`src/rtl/led_fade_pwm_pkg.sv`:
```
// Shared types and constants for the LED fade/PWM block.
package led_fade_pwm_pkg;

  localparam int unsigned LEVEL_W = 8;
  localparam int unsigned PRESC_W = 16;
  localparam logic [LEVEL_W-1:0] PWM_MAX = 8'hFF;

  typedef enum logic [1:0] {
    ST_OFF  = 2'd0,
    ST_UP   = 2'd1,
    ST_ON   = 2'd2,
    ST_DOWN = 2'd3
  } ch_state_e;

  // Level 255 is forced high so full brightness has no one-tick gap per period.
  function automatic logic pwm_drive(input logic [LEVEL_W-1:0] level,
                                     input logic [LEVEL_W-1:0] cnt);
    return (level == PWM_MAX) | (cnt < level);
  endfunction

endpackage

```
`src/rtl/led_fade_ch.sv`:
```
// One LED channel: OFF/UP/ON/DOWN fade FSM, level register and PWM compare.
// Ports: PCLK, PRESET (sync, active-high), boundary (last cycle of a PWM
// period), pwm_cnt, led_in, brightness (target), fade_en -> led_pwm_out,
// fade_busy.
module led_fade_ch
  import led_fade_pwm_pkg::*;
#(
  parameter int unsigned FADE_STEP = 4
) (
  input  logic               PCLK,
  input  logic               PRESET,
  input  logic               boundary,
  input  logic [LEVEL_W-1:0] pwm_cnt,
  input  logic               led_in,
  input  logic [LEVEL_W-1:0] brightness,
  input  logic               fade_en,
  output logic               led_pwm_out,
  output logic               fade_busy
);

  localparam logic [LEVEL_W:0]   STEP9 = (LEVEL_W+1)'(FADE_STEP);
  localparam logic [LEVEL_W-1:0] STEP8 = LEVEL_W'(FADE_STEP);

  ch_state_e          state_q, state_d;
  logic [LEVEL_W-1:0] level_q, level_d;
  logic [LEVEL_W:0]   up_sum;

  // Next state/level; inputs only matter in the boundary cycle.
  always_comb begin
    state_d = state_q;
    level_d = level_q;
    // 9-bit sum so a large step near 255 cannot wrap past the target.
    up_sum  = {1'b0, level_q} + STEP9;
    if (boundary) begin
      unique case (state_q)
        ST_OFF: begin
          if (led_in) begin
            if (fade_en) begin
              state_d = ST_UP;
            end else begin
              state_d = ST_ON;
              level_d = brightness;
            end
          end else begin
            level_d = '0;
          end
        end
        ST_UP: begin
          if (!led_in) begin
            state_d = ST_DOWN;
          end else if (!fade_en || (up_sum >= {1'b0, brightness})) begin
            state_d = ST_ON;
            level_d = brightness;
          end else begin
            level_d = up_sum[LEVEL_W-1:0];
          end
        end
        ST_ON: begin
          if (!led_in) begin
            if (fade_en) begin
              state_d = ST_DOWN;
            end else begin
              state_d = ST_OFF;
              level_d = '0;
            end
          end else begin
            level_d = brightness;
          end
        end
        ST_DOWN: begin
          if (led_in) begin
            state_d = ST_UP;
          end else if (!fade_en || (level_q <= STEP8)) begin
            state_d = ST_OFF;
            level_d = '0;
          end else begin
            level_d = level_q - STEP8;
          end
        end
        default: begin
          state_d = ST_OFF;
          level_d = '0;
        end
      endcase
    end
  end

  // State, level and registered pin outputs.
  always_ff @(posedge PCLK) begin
    if (PRESET) begin
      state_q     <= ST_OFF;
      level_q     <= '0;
      led_pwm_out <= 1'b0;
      fade_busy   <= 1'b0;
    end else begin
      state_q     <= state_d;
      level_q     <= level_d;
      led_pwm_out <= pwm_drive(level_q, pwm_cnt);
      // Decoded from the next state so busy moves together with the state.
      fade_busy   <= (state_d == ST_UP) || (state_d == ST_DOWN);
    end
  end

endmodule

```
`src/rtl/led_fade_pwm.sv`:
```
// LED PWM driver with optional linear fade per channel.
// Ports: PCLK, PRESET (sync, active-high), led_in[NUM_CH], brightness
// [8*NUM_CH] (channel i in bits [8i+7:8i]), fade_en[NUM_CH] ->
// led_pwm_out[NUM_CH], fade_busy[NUM_CH], period_start (1-cycle pulse).
module led_fade_pwm
  import led_fade_pwm_pkg::*;
#(
  parameter int unsigned NUM_CH    = 2,
  parameter int unsigned PRESCALE  = 16,
  parameter int unsigned FADE_STEP = 4
) (
  input  logic                       PCLK,
  input  logic                       PRESET,
  input  logic [NUM_CH-1:0]          led_in,
  input  logic [LEVEL_W*NUM_CH-1:0]  brightness,
  input  logic [NUM_CH-1:0]          fade_en,
  output logic [NUM_CH-1:0]          led_pwm_out,
  output logic [NUM_CH-1:0]          fade_busy,
  output logic                       period_start
);

  localparam logic [PRESC_W-1:0] PRESC_LAST = PRESC_W'(PRESCALE - 1);

  logic [PRESC_W-1:0] presc_cnt;
  logic [LEVEL_W-1:0] pwm_cnt;
  logic               tick_c;
  logic               boundary_c;

  assign tick_c     = (presc_cnt == PRESC_LAST);
  assign boundary_c = tick_c && (pwm_cnt == PWM_MAX);

  // Prescaler, PWM counter and period-start pulse.
  always_ff @(posedge PCLK) begin
    if (PRESET) begin
      presc_cnt    <= '0;
      pwm_cnt      <= '0;
      period_start <= 1'b0;
    end else begin
      presc_cnt    <= tick_c ? '0 : presc_cnt + PRESC_W'(1);
      if (tick_c) begin
        pwm_cnt <= pwm_cnt + LEVEL_W'(1);
      end
      period_start <= boundary_c;
    end
  end

  for (genvar i = 0; i < NUM_CH; i++) begin : g_ch
    led_fade_ch #(
      .FADE_STEP (FADE_STEP)
    ) u_ch (
      .PCLK        (PCLK),
      .PRESET      (PRESET),
      .boundary    (boundary_c),
      .pwm_cnt     (pwm_cnt),
      .led_in      (led_in[i]),
      .brightness  (brightness[LEVEL_W*i +: LEVEL_W]),
      .fade_en     (fade_en[i]),
      .led_pwm_out (led_pwm_out[i]),
      .fade_busy   (fade_busy[i])
    );
  end

endmodule
```
`config.mk`:
```
export PLATFORM = sky130hd
export DESIGN_NAME = led_fade_pwm
export DESIGN_NICKNAME = d
export VERILOG_FILES = /design/src/rtl/led_fade_pwm_pkg.sv /design/src/rtl/led_fade_ch.sv /design/src/rtl/led_fade_pwm.sv
export SDC_FILE = /design/constraint.sdc
export NUM_CORES = 1
export LEC_CHECK = 0
export BUFFER_PORTS_ARGS = -buffer_cell sky130_fd_sc_hd__buf_2
export CAP_MARGIN = 20
export CORE_MARGIN = 4
export CORE_UTILIZATION = 45
export DETAILED_ROUTE_END_ITERATION = 10
export PLACE_DENSITY_LB_ADDON = 0.3
export REMOVE_ABC_BUFFERS = 1
export SLEW_MARGIN = 10
export SYNTH_ARGS = -nofsm -noshare
export SYNTH_HDL_FRONTEND = slang
export SYNTH_SLANG_ARGS = --single-unit
```
`constraint.sdc`:
```
create_clock -name PCLK -period 5.2 [get_ports PCLK]
set_input_delay 0 -clock PCLK [delete_from_list [all_inputs] [get_ports PCLK]]
set_output_delay 0 -clock PCLK [all_outputs]
set_load 0.1 [all_outputs]
```
==> implementation parameters <==
Parameter                              Value

Outcome
  Status    complete, no violations

Setup path
  Crit. End Element    flop
  WS Path Type    flop to flop
  Peak fanout along the critical path    8
  Req. time, crit path    5.44 ns
  Worst setup path start    g_ch[0].u_ch.level_q[2]
  Type of element launching the critical path    flop
  Worst flop-to-flop path startpoint    g_ch[0].u_ch.level_q[2]
  Critical Path AT    3.33 ns

Floorplan
  Effective utilization at floorplan    46.7%
  I/O pin cnt    27
  Die outline height    98.0 um
  Die X-Extent    98.0 um
  Area of the core    7810 sq um
  Die Outline Area    9610 sq um
  Number of rows in the core area    32

Yosys
  Sequential share of the synthesized area    25.8%
  Top cells by count, synth    48 x sky130_fd_sc_hd__nor2_1, 47 x sky130_fd_sc_hd__dfxtp_1, 38 x sky130_fd_sc_hd__ha_1
  Avg Cell Area, Syn    8.27 sq um
  Leading post-synthesis cells by cell area    sky130_fd_sc_hd__dfxtp_1 26%, sky130_fd_sc_hd__ha_1 13%, sky130_fd_sc_hd__nor2_1 4.9%, sky130_fd_sc_hd__xor2_1 3.8%, sky130_fd_sc_hd__inv_1 3.7%
  Count of distinct cell types in the synthesized netlist    73
  Most frequent cell after synthesis    sky130_fd_sc_hd__nor2_1
  Ys flop type    sky130_fd_sc_hd__dfxtp_1
  Warnings from Yosys    0
  Cell count after synthesis    441
  Share of the synthesized area in the top cell type    25.8%
  Register bit total from synthesis    47
  Largest area contributor in the synthesized netlist    sky130_fd_sc_hd__dfxtp_1
  Proportion of synthesized flip-flops having asynchronous set or reset    0%
  Post-synthesis instance area    3650 sq um
  Number of enable-type register cells in the synthesized netlist    0

Power and ir drop
  Pint    0.000532 W
  Switching power as a share of total power    24.6%
  Share of total power in combinational logic    8.1%
  Maximum ir drop on the vdd rail    92.4 uV
  Total design power    0.000706 W
  Net Switching    0.000174 W
  Power share of the sequential group    51.4%
  Clk network pwr share    40.4%
  Power per standard cell area    178 nW/um^2
  Leakage power figure    1.54 nW

Detailed routing
  DRC violations left    0
  DRT Pass-1 Iters    4
  Routed WL per cell    14.8 um
  Post-DRT Antenna Nets    0
  Vias per Instance    5.66
  Total number of vias    3190
  Number of DRC markers after the initial detailed-route iteration    150
  Wire length after detailed routing    8370 um

Timing
  Headroom to the max-slew limit    53.9%
  Final setup violation count    0
  Slew Viols, Final    0
  Hold Fails Final Rpt    0
  RSZ-0062 raised after global routing    false
  Period utilization    59.5%
  Achievable frequency    0.323 GHz
  Slew at the pin closest to its max-slew limit    0.691 ns
  Total Neg Setup Slack    0 ns
  Min Tclk post-route    3.09 ns
  Setup Skew    0.00832 ns

Placement
  Half-perimeter wire length after placement    6290 um
  Final weighted congestion in routability-driven placement    0.951
  I/O Buffers    26

GRT
  Via count of the first global-routing pass    3001
  Wire length of the first global-routing pass    14100 um
  Antenna violations before repair    0
  Maximum number of pins on one net before global-route repair    36
  Overall global routing resource usage    17.5%
  GRT Residual Overflow    0

Layout
  Layout overhead on the synthesized area    8.99%
  Count of filler cells inserted in the layout    734
  Antenna diode instance count    0
  Fraction of final layout cells with drive strength greater than 1    13.2%
  Nets    521

Clock tree
  Count of buffers added by post-CTS timing repair for setup    0
  Root buffer cell    sky130_fd_sc_hd__clkbuf_8
  CTS tree    yes
  H-tree Lvls    2
  Clock insertion delay at the later pin of the skew report    0.31 ns
  Clock slew at reported path FFs    0.10 ns
  Buffer depth of the longest clock path    2
  Sinks on the clock net    47
  Total clock buffers created by CTS    5

Min path
  Hold WC Path Type    input port to flop
  Hold wc startpoint    brightness[15]

Flow run
  Max-capacitance violation count    0
-- through the flow --
step / hold slack [ns] / util [%] / setup slack, ns / cells / area [sq um]
after floorplan: 0.0691 / - / 2.45 / 421 / 3530
after global placement: 0.283 / 48.5 / 2.24 / 549 / 3790
after detailed placement: 0.286 / 48.5 / 2.17 / 549 / 3790
after CTS: 0.00278 / 50.9 / 2.16 / 564 / 3970
after global routing: 0.0310 / 50.9 / 1.88 / 564 / 3970
final: 0.0146 / 50.9 / 2.11 / 564 / 3970
-- cell families (layout without fill, tap and decap cells) --
| kind of cell | after synthesis | in the layout | share of synthesized area (%) |
|---|---|---|---|
| mux | 8 | 8 | 2.30 |
| simple gates | 166 | 166 | 26.1 |
| compound gates | 95 | 95 | 18.8 |
| buf+inv | 59 | 80 | 7.21 |
| fa+ha+maj | 38 | 38 | 13.0 |
| flops | 47 | 47 | 25.8 |
| xor+xnor | 28 | 28 | 6.73 |
-- layout make-up --
type | instances | area [sq um] | area share (%)
Clock buffer | 5 | 68.8 | 1.73
Timing Repair Buffer | 33 | 200 | 5.04
Clock inverter | 3 | 47.5 | 1.20
Inverter | 39 | 146 | 3.68
Sequential cell | 47 | 941 | 23.7
Multi-Input combinational cell | 335 | 2440 | 61.5
Tap cell | 102 | 128 | 3.21
-- layer usage --
metal	vias to the layer above	part of all wire (%)	wire length [um]	track usage, %
met4	0	1.2	97	4.90
li1	1636	-	-	-
met5	-	0	0	0
met2	66	46	3840	28.5
met1	1479	48	4060	23.9
met3	9	4.5	377	2.93
-- repair_timing --
action / 4_1_cts / 5_1_grt
setup endpoints to repair: 0 / 0
endpoints found under the hold margin: 7 / 0
hold buffers: 7 / 0
resized for setup: 0 / 0
-- cells in the final DEF, fill, tap and decap left out, types with 4 or more instances in the layout --
cell / instances
sky130_fd_sc_hd__o21ai_0: 20
sky130_fd_sc_hd__nand3_1: 18
sky130_fd_sc_hd__ha_1: 38
sky130_fd_sc_hd__buf_2: 26
sky130_fd_sc_hd__and3_1: 7
sky130_fd_sc_hd__a221oi_1: 5
sky130_fd_sc_hd__a31oi_1: 4
sky130_fd_sc_hd__o22ai_1: 4
sky130_fd_sc_hd__dlygate4sd3_1: 7
sky130_fd_sc_hd__nand4_1: 10
sky130_fd_sc_hd__dfxtp_1: 47
sky130_fd_sc_hd__nand2b_1: 5
sky130_fd_sc_hd__a21oi_1: 21
sky130_fd_sc_hd__nor2b_1: 7
sky130_fd_sc_hd__inv_1: 36
sky130_fd_sc_hd__or3_1: 6
sky130_fd_sc_hd__mux2i_1: 5
sky130_fd_sc_hd__clkbuf_8: 5
sky130_fd_sc_hd__nor3_1: 14
sky130_fd_sc_hd__a211oi_1: 5
sky130_fd_sc_hd__o32ai_1: 5
sky130_fd_sc_hd__nor2_1: 48
sky130_fd_sc_hd__xor2_1: 16
sky130_fd_sc_hd__and2_1: 4
sky130_fd_sc_hd__nand2_1: 19
sky130_fd_sc_hd__xnor2_1: 12
-- power by group through the flow --
stage	Combinational, W	Clock (W)	Sequential (W)
after floorplan	0.0000303	0	0.000371
after global placement	0.0000521	0	0.000371
after detailed placement	0.0000531	0	0.000372
after CTS	0.0000573	0.000294	0.000363
after global routing	0.0000646	0.000305	0.000364
final	0.0000573	0.000286	0.000363
-- sequential cells by signal, summed over array words and instances, names as in the netlist, named ones only --
name / count
pwm_cnt: 8
g_ch.u_ch.level_q: 16
period_start: 1
g_ch.u_ch.led_pwm_out: 2
presc_cnt: 16
-- final timing paths --
check                                          endpoint  slack, ns  cells past startpoint
worst max-delay path            g_ch[0].u_ch.level_q[3]       2.11                     11
worst max register to register  g_ch[0].u_ch.level_q[3]       2.11                     11
worst min-delay path            g_ch[1].u_ch.level_q[7]       0.01                      3
worst min register to register             presc_cnt[0]       0.45                      1
-- worst max-delay path, cell delays in order, from the launching register on --
cell and delay, ns:
sky130_fd_sc_hd__dfxtp_1 0.45, sky130_fd_sc_hd__ha_1 0.29, sky130_fd_sc_hd__inv_1 0.08, sky130_fd_sc_hd__nor3_1 0.25, sky130_fd_sc_hd__xnor2_1 0.17, sky130_fd_sc_hd__ha_1 0.26
sky130_fd_sc_hd__a21oi_1 0.13, sky130_fd_sc_hd__o22ai_1 0.12, sky130_fd_sc_hd__nor4b_4 0.49, sky130_fd_sc_hd__nand3_2 0.27, sky130_fd_sc_hd__mux2_2 0.34, sky130_fd_sc_hd__a31oi_1 0.16
Note: power is estimated with default switching activity, not from simulation.
